## config.mk

```make
export PLATFORM = sky130hd
export DESIGN_NAME = serial_add_ctrl
export DESIGN_NICKNAME = d
export VERILOG_FILES = /design/src/rtl/serial_add_ctrl.sv
export SDC_FILE = /design/constraint.sdc
export NUM_CORES = 1
export LEC_CHECK = 0
export CAP_MARGIN = 5
export CORE_ASPECT_RATIO = 1.1
export CORE_UTILIZATION = 53
export CTS_CLUSTER_SIZE = 25
export DETAILED_ROUTE_END_ITERATION = 10
export PLACE_DENSITY = 0.85
export SYNTH_ARGS = -nofsm -noshare
export SYNTH_HDL_FRONTEND = slang
export SYNTH_SLANG_ARGS = --single-unit
```

## constraint.sdc

```tcl
create_clock -name clk_i -period 2.91 [get_ports clk_i]
set_input_delay 0.4365 -clock clk_i [delete_from_list [all_inputs] [get_ports clk_i]]
set_output_delay 0.4365 -clock clk_i [all_outputs]
set_load 0.05 [all_outputs]
```

## src/rtl/serial_add_ctrl.sv

```systemverilog
// serial_add_ctrl: bit-serial adder sequencer.
//   Accepts a WIDTH-bit operand pair over a valid/ready handshake. Feeds the pair
//   LSB-first through a single full adder, one bit per clock, and returns the
//   WIDTH-bit sum and carry-out over a valid/ready result port.
//   Optional macro SERIAL_ADD_OVF_EN adds the ovf_o port (two's-complement overflow).
// Ports:
//   clk_i        rising-edge clock
//   rst_i        asynchronous reset, active-high
//   in_valid_i   operand set valid
//   in_ready_o   block can accept operands (IDLE)
//   op_a_i       addend A
//   op_b_i       addend B
//   op_cin_i     carry-in to bit 0
//   out_valid_o  result valid (DONE)
//   out_ready_i  consumer accepts result
//   sum_o        registered sum
//   cout_o       registered carry-out of the MSB
//   busy_o       high in RUN or DONE
//   ovf_o        signed overflow (SERIAL_ADD_OVF_EN only)

module full_adder (
   input  logic a_i,
   input  logic b_i,
   input  logic cin_i,
   output logic s_o,
   output logic co_o
);
   assign s_o  = a_i ^ b_i ^ cin_i;
   assign co_o = (a_i & b_i) | (cin_i & (a_i ^ b_i));
endmodule

module serial_add_ctrl #(
   parameter int unsigned WIDTH = 8
) (
   input  logic             clk_i,
   input  logic             rst_i,
   input  logic             in_valid_i,
   output logic             in_ready_o,
   input  logic [WIDTH-1:0] op_a_i,
   input  logic [WIDTH-1:0] op_b_i,
   input  logic             op_cin_i,
   output logic             out_valid_o,
   input  logic             out_ready_i,
   output logic [WIDTH-1:0] sum_o,
   output logic             cout_o,
   output logic             busy_o
`ifdef SERIAL_ADD_OVF_EN
   ,
   output logic             ovf_o
`endif
);

   // One extra bit so the counter can reach WIDTH without wrapping.
   localparam int unsigned CntW = $clog2(WIDTH) + 1;
   localparam logic [CntW-1:0] CntLast = CntW'(WIDTH - 1);

   typedef enum logic [1:0] {StIdle, StRun, StDone} state_e;

   state_e            state_q, state_d;
   logic [WIDTH-1:0]  sh_a_q, sh_a_d;
   logic [WIDTH-1:0]  sh_b_q, sh_b_d;
   logic              carry_q, carry_d;
   logic [CntW-1:0]   cnt_q, cnt_d;
   logic [WIDTH-1:0]  sum_q, sum_d;
   logic              cout_q, cout_d;
`ifdef SERIAL_ADD_OVF_EN
   logic              ovf_q, ovf_d;
`endif

   logic              fa_s, fa_co;
   logic [WIDTH-1:0]  sum_shift;

   full_adder u_fa (
      .a_i  (sh_a_q[0]),
      .b_i  (sh_b_q[0]),
      .cin_i(carry_q),
      .s_o  (fa_s),
      .co_o (fa_co)
   );

   // New sum bit enters at the MSB; after WIDTH shifts bit 0 lands at sum[0].
   if (WIDTH == 1) begin : g_sum_w1
      assign sum_shift = fa_s;
   end else begin : g_sum_wn
      assign sum_shift = {fa_s, sum_q[WIDTH-1:1]};
   end

   always_ff @(posedge clk_i or posedge rst_i) begin
      if (rst_i) begin
         state_q <= StIdle;
         sh_a_q  <= '0;
         sh_b_q  <= '0;
         carry_q <= 1'b0;
         cnt_q   <= '0;
         sum_q   <= '0;
         cout_q  <= 1'b0;
`ifdef SERIAL_ADD_OVF_EN
         ovf_q   <= 1'b0;
`endif
      end else begin
         state_q <= state_d;
         sh_a_q  <= sh_a_d;
         sh_b_q  <= sh_b_d;
         carry_q <= carry_d;
         cnt_q   <= cnt_d;
         sum_q   <= sum_d;
         cout_q  <= cout_d;
`ifdef SERIAL_ADD_OVF_EN
         ovf_q   <= ovf_d;
`endif
      end
   end

   always_comb begin
      state_d = state_q;
      sh_a_d  = sh_a_q;
      sh_b_d  = sh_b_q;
      carry_d = carry_q;
      cnt_d   = cnt_q;
      sum_d   = sum_q;
      cout_d  = cout_q;
`ifdef SERIAL_ADD_OVF_EN
      ovf_d   = ovf_q;
`endif
      case (state_q)
         StIdle: begin
            if (in_valid_i) begin
               sh_a_d  = op_a_i;
               sh_b_d  = op_b_i;
               carry_d = op_cin_i;
               cnt_d   = '0;
`ifdef SERIAL_ADD_OVF_EN
               ovf_d   = 1'b0;
`endif
               state_d = StRun;
            end
         end
         StRun: begin
            sum_d   = sum_shift;
            sh_a_d  = sh_a_q >> 1;
            sh_b_d  = sh_b_q >> 1;
            carry_d = fa_co;
            cnt_d   = cnt_q + 1'b1;
            if (cnt_q == CntLast) begin
               cout_d  = fa_co;
`ifdef SERIAL_ADD_OVF_EN
               // carry_q is the carry into the MSB on the last bit.
               ovf_d   = carry_q ^ fa_co;
`endif
               state_d = StDone;
            end
         end
         StDone: begin
            if (out_ready_i) begin
               state_d = StIdle;
            end
         end
         default: state_d = StIdle;
      endcase
   end

   assign in_ready_o  = (state_q == StIdle);
   assign out_valid_o = (state_q == StDone);
   assign busy_o      = (state_q == StRun) || (state_q == StDone);
   assign sum_o       = sum_q;
   assign cout_o      = cout_q;
`ifdef SERIAL_ADD_OVF_EN
   assign ovf_o       = ovf_q;
`endif

endmodule

```

==> results.sh <==
export IMPL_number_of_flops_mapped_to_enable_cells_by_yosys=0
export IMPL_cts_tree="done"
export IMPL_ratio_of_total_power_to_cell_area_mw_per_mm2=1239
export IMPL_synthDominantAreaCellType="sky130_fd_sc_hd__dfrtp_1"
export IMPL_placedInstanceArea_sq_mm=0.001856
export IMPL_initial_antenna_violation_count=0
export IMPL_drt_vias_per_instance=5.548
export IMPL_leakage_nw=0.8525
export IMPL_pre_cts_ws_ns=0.8305
export IMPL_ctsResizeCount=0
export IMPL_critical_path_reg2reg_endpoint="sh_a_q[7]"
export IMPL_clock_tree_htree_level_count=2
export IMPL_worst_endpoint_arrival_ns=2.02
export IMPL_dieWidth_um=52.94
export IMPL_worstSetupStartpointType="register"
export IMPL_fill_cells=183
export IMPL_async_reset_ff_share_pct=100.0
export IMPL_groute_usage_overall_pct=22.26
export IMPL_areaGrowthSynthToFinish_pct=27.71
export IMPL_die_area_sq_mm=0.003072
export IMPL_insertedDiodeCount=0
export IMPL_cts_clk_slew_worst_paths_ns=0.10
export IMPL_tritonroute_pass_1_iters=4
export IMPL_seqPwrFrac_pct=33.3
export IMPL_synthesis_nets=159
export IMPL_cts_made_buffers=5
export IMPL_sw_frac_of_total_pct=42.72
export IMPL_pwr_share_comb_pct=52.9
export IMPL_fin_crit_sh_pct=84.34
export IMPL_hold_depth=2
export IMPL_post_dp_hpwl_mm=2.100
export IMPL_timing_clock_skew_ns=0.01275
export IMPL_initial_utilization_pct=58.38
export IMPL_tightest_slew_ns=0.5544
export IMPL_number_of_hold_buffers_added_after_cts=0
export IMPL_slew_viol_final=0
export IMPL_worstSetupPathType="register to primary output"
export IMPL_setup_tns_ns=0
export IMPL_hold_path_class="register to register"
export IMPL_drt_iter0_drc=18
export IMPL_netlist_area_sq_mm=0.001513
export IMPL_net_switching_power_w=0.001022
export IMPL_route_antenna_remaining_nets=0
export IMPL_timing_slew_headroom_pct=62.31
export IMPL_place_congestion=0.6930
export IMPL_fmax_mhz=407.4
export IMPL_design_area_sq_mm=0.001932
export IMPL_grt_start_max_net_pins=33
export IMPL_portBuffers=32
export IMPL_status="completed"
export IMPL_post_route_drc_count=0
export IMPL_area_fraction_of_the_dominant_cell_type_after_synthesis_pct=52.94
export IMPL_final_period_minus_worst_setup_slack_ns=2.454
export IMPL_first_global_vias=1095
export IMPL_grt_first_pass_wirelength_mm=4.857
export IMPL_timing_reg2reg_worst_path_depth=5
export IMPL_yosys_warnings=0
export IMPL_vdd_drop_max_mv=0.9050
export IMPL_clk_latency_ns=0.33
export IMPL_hold_path_end="sh_b_q[3]"
export IMPL_ys_top_cells_by_area="sky130_fd_sc_hd__dfrtp_1, sky130_fd_sc_hd__mux2i_1, sky130_fd_sc_hd__mux2_2, sky130_fd_sc_hd__o21ai_0, sky130_fd_sc_hd__nand2_1"
export IMPL_core_footprint_sq_mm=0.002591
export IMPL_routed_via_count=1104
export IMPL_die_height_um=58.03
export IMPL_site_rows=19
export IMPL_cap_violations=0
export IMPL_timing_final_ws_setup_ns=0.4556
export IMPL_num_io_pins=33
export IMPL_clock_tree_root_cell="sky130_fd_sc_hd__clkbuf_4"
export IMPL_worst_hold_startpoint="sh_b_q[3]"
export IMPL_finish_net_count=193
export IMPL_reg2reg_from="state_q[0]"
export IMPL_layout_drive_gt1_share_pct=13.10
export IMPL_critical_path_max_fanout=7
export IMPL_yosysUniqueCellTypes=23
export IMPL_report_final_hold_viol_count=0
export IMPL_report_power_total_w=0.002393
export IMPL_wl_per_cell_um=14.35
export IMPL_unrepaired_setup_endpoints_after_global_routing="no"
export IMPL_ys_dominant_reg_cell="sky130_fd_sc_hd__dfrtp_1"
export IMPL_cts_setup_buffers=0
export IMPL_multi_input_gate_area_in_the_final_layout_sq_um=658.1
export IMPL_clock_power_share_pct=13.8
export IMPL_ys_seq_area_share_pct=52.94
export IMPL_crit_required_ns=2.47
export IMPL_syn_instance_count=133
export IMPL_internal_power_w=0.001371
export IMPL_grt_overflow_total=0
export IMPL_routed_wl_mm=2.856
export IMPL_cts_sinks=32
export IMPL_worst_setup_path_end_kind="primary output"
export IMPL_postSynthRegisterBits=32
export IMPL_r2r_slack_ns=0.92
export IMPL_clockBufferDepth=2
export IMPL_synth_avg_cell_area_sq_um=11.37
export IMPL_finalSetupViolCount=0
export IMPL_area_sequential_sq_um=800.8
-- flip-flops by register name, indices dropped and copies added (netlist names) --
signal	cells
cnt_q	4
sh_a_q	8
carry_q	1
sum_o	8
cout_o	1
sh_b_q	8
state_q	2
-- cells in the final DEF (no fill, tap or decap) --
cell type	n
sky130_fd_sc_hd__nand4_1	1
sky130_fd_sc_hd__clkdlybuf4s50_1	32
sky130_fd_sc_hd__mux2_2	10
sky130_fd_sc_hd__bufinv_16	1
sky130_fd_sc_hd__mux2i_1	16
sky130_fd_sc_hd__nand2b_1	2
sky130_fd_sc_hd__a211oi_1	1
sky130_fd_sc_hd__a21oi_1	2
sky130_fd_sc_hd__nand3_1	1
sky130_fd_sc_hd__o21ai_0	22
sky130_fd_sc_hd__clkbuf_1	1
sky130_fd_sc_hd__a32oi_1	1
sky130_fd_sc_hd__clkinv_2	1
sky130_fd_sc_hd__mux2i_2	1
sky130_fd_sc_hd__inv_1	4
sky130_fd_sc_hd__buf_4	3
sky130_fd_sc_hd__o32a_1	1
sky130_fd_sc_hd__or4b_1	1
sky130_fd_sc_hd__fa_1	1
sky130_fd_sc_hd__xnor2_1	1
sky130_fd_sc_hd__ha_2	1
sky130_fd_sc_hd__nand3b_1	3
sky130_fd_sc_hd__dfrtp_1	32
sky130_fd_sc_hd__ha_1	3
sky130_fd_sc_hd__clkbuf_4	5
sky130_fd_sc_hd__nor3_1	1
sky130_fd_sc_hd__nand2_1	17
sky130_fd_sc_hd__nor2b_1	3
-- power by group through the flow --
stage	Clock (W)	Combinational, W	Sequential, W
3_5_place_dp	0	0.00128	0.000808
2_1_floorplan	0	0.000769	0.000985
6_report	0.000329	0.00127	0.000798
3_3_place_gp	0	0.00123	0.000789
5_1_grt	0.000353	0.00138	0.000823
4_1_cts	0.000338	0.00128	0.000797
-- worst max-delay path by stage --
stage,from,to,slack [ns],cells after the start
after floorplan,state_q[0],cnt_q[3],0.93,6
after global placement,state_q[0],in_ready_o,0.91,3
after detailed placement,in_valid_i,sh_a_q[7],0.83,4
after CTS,state_q[0],in_ready_o,0.46,3
after global routing,state_q[0],in_ready_o,0.40,3
final,state_q[0],in_ready_o,0.46,3
-- cells by family after synthesis --
group           after synthesis  share of synthesized area (%)
flops                        32                          52.94
simple gates                 29                          9.511
xor+xnor                      1                         0.5791
fa+ha+maj                     5                          4.632
compound gates               27                          9.678
mux                          27                          18.69
buf+inv                      12                          3.970
-- Yosys cell counts (2+ instances only) --
cell type                  number
sky130_fd_sc_hd__mux2_2        10
sky130_fd_sc_hd__dfrtp_1       32
sky130_fd_sc_hd__nand2b_1       2
sky130_fd_sc_hd__o21ai_0       22
sky130_fd_sc_hd__a21oi_1        2
sky130_fd_sc_hd__mux2i_1       17
sky130_fd_sc_hd__buf_2          6
sky130_fd_sc_hd__ha_1           4
sky130_fd_sc_hd__nand3b_1       3
sky130_fd_sc_hd__nor2b_1        3
sky130_fd_sc_hd__nand2_1       17
sky130_fd_sc_hd__inv_1          4
-- per-stage QoR --
stage / utilization, % / hold slack, ns / std cells
global route: 74.55 / 0.5328 / 199
floorplan: - / 0.4496 / 133
finish: 74.55 / 0.4946 / 199
CTS: 74.55 / 0.5018 / 199
global placement: 71.61 / 0.4605 / 191
detailed placement: 71.61 / 0.4766 / 191
-- cell type report --
type / count / share of cell area (%)
sequential: 32 / 41.45
timing repair buffer: 35 / 17.75
clock buffer: 6 / 2.137
tap: 31 / 2.008
multi-input combinational: 89 / 34.07
clock inverter: 2 / 1.813
inverter: 4 / 0.7772
-- routing by layer --
metal	routed length, um	part of all wire, %	GRT usage (%)	vias to the layer above
met1	1190	42	26.67	540
met5	0	0	0	-
met2	1508	53	37.97	27
met3	108	3.8	6.037	7
li1	-	-	-	530
met4	50	1.8	7.895	0
-- critical path: stages, from the launching register on --
cell and delay (ns):
sky130_fd_sc_hd__dfrtp_1 0.42, sky130_fd_sc_hd__inv_1 0.10, sky130_fd_sc_hd__ha_1 0.31, sky130_fd_sc_hd__clkdlybuf4s50_1 0.86
Power figures use the tool's default switching activity.
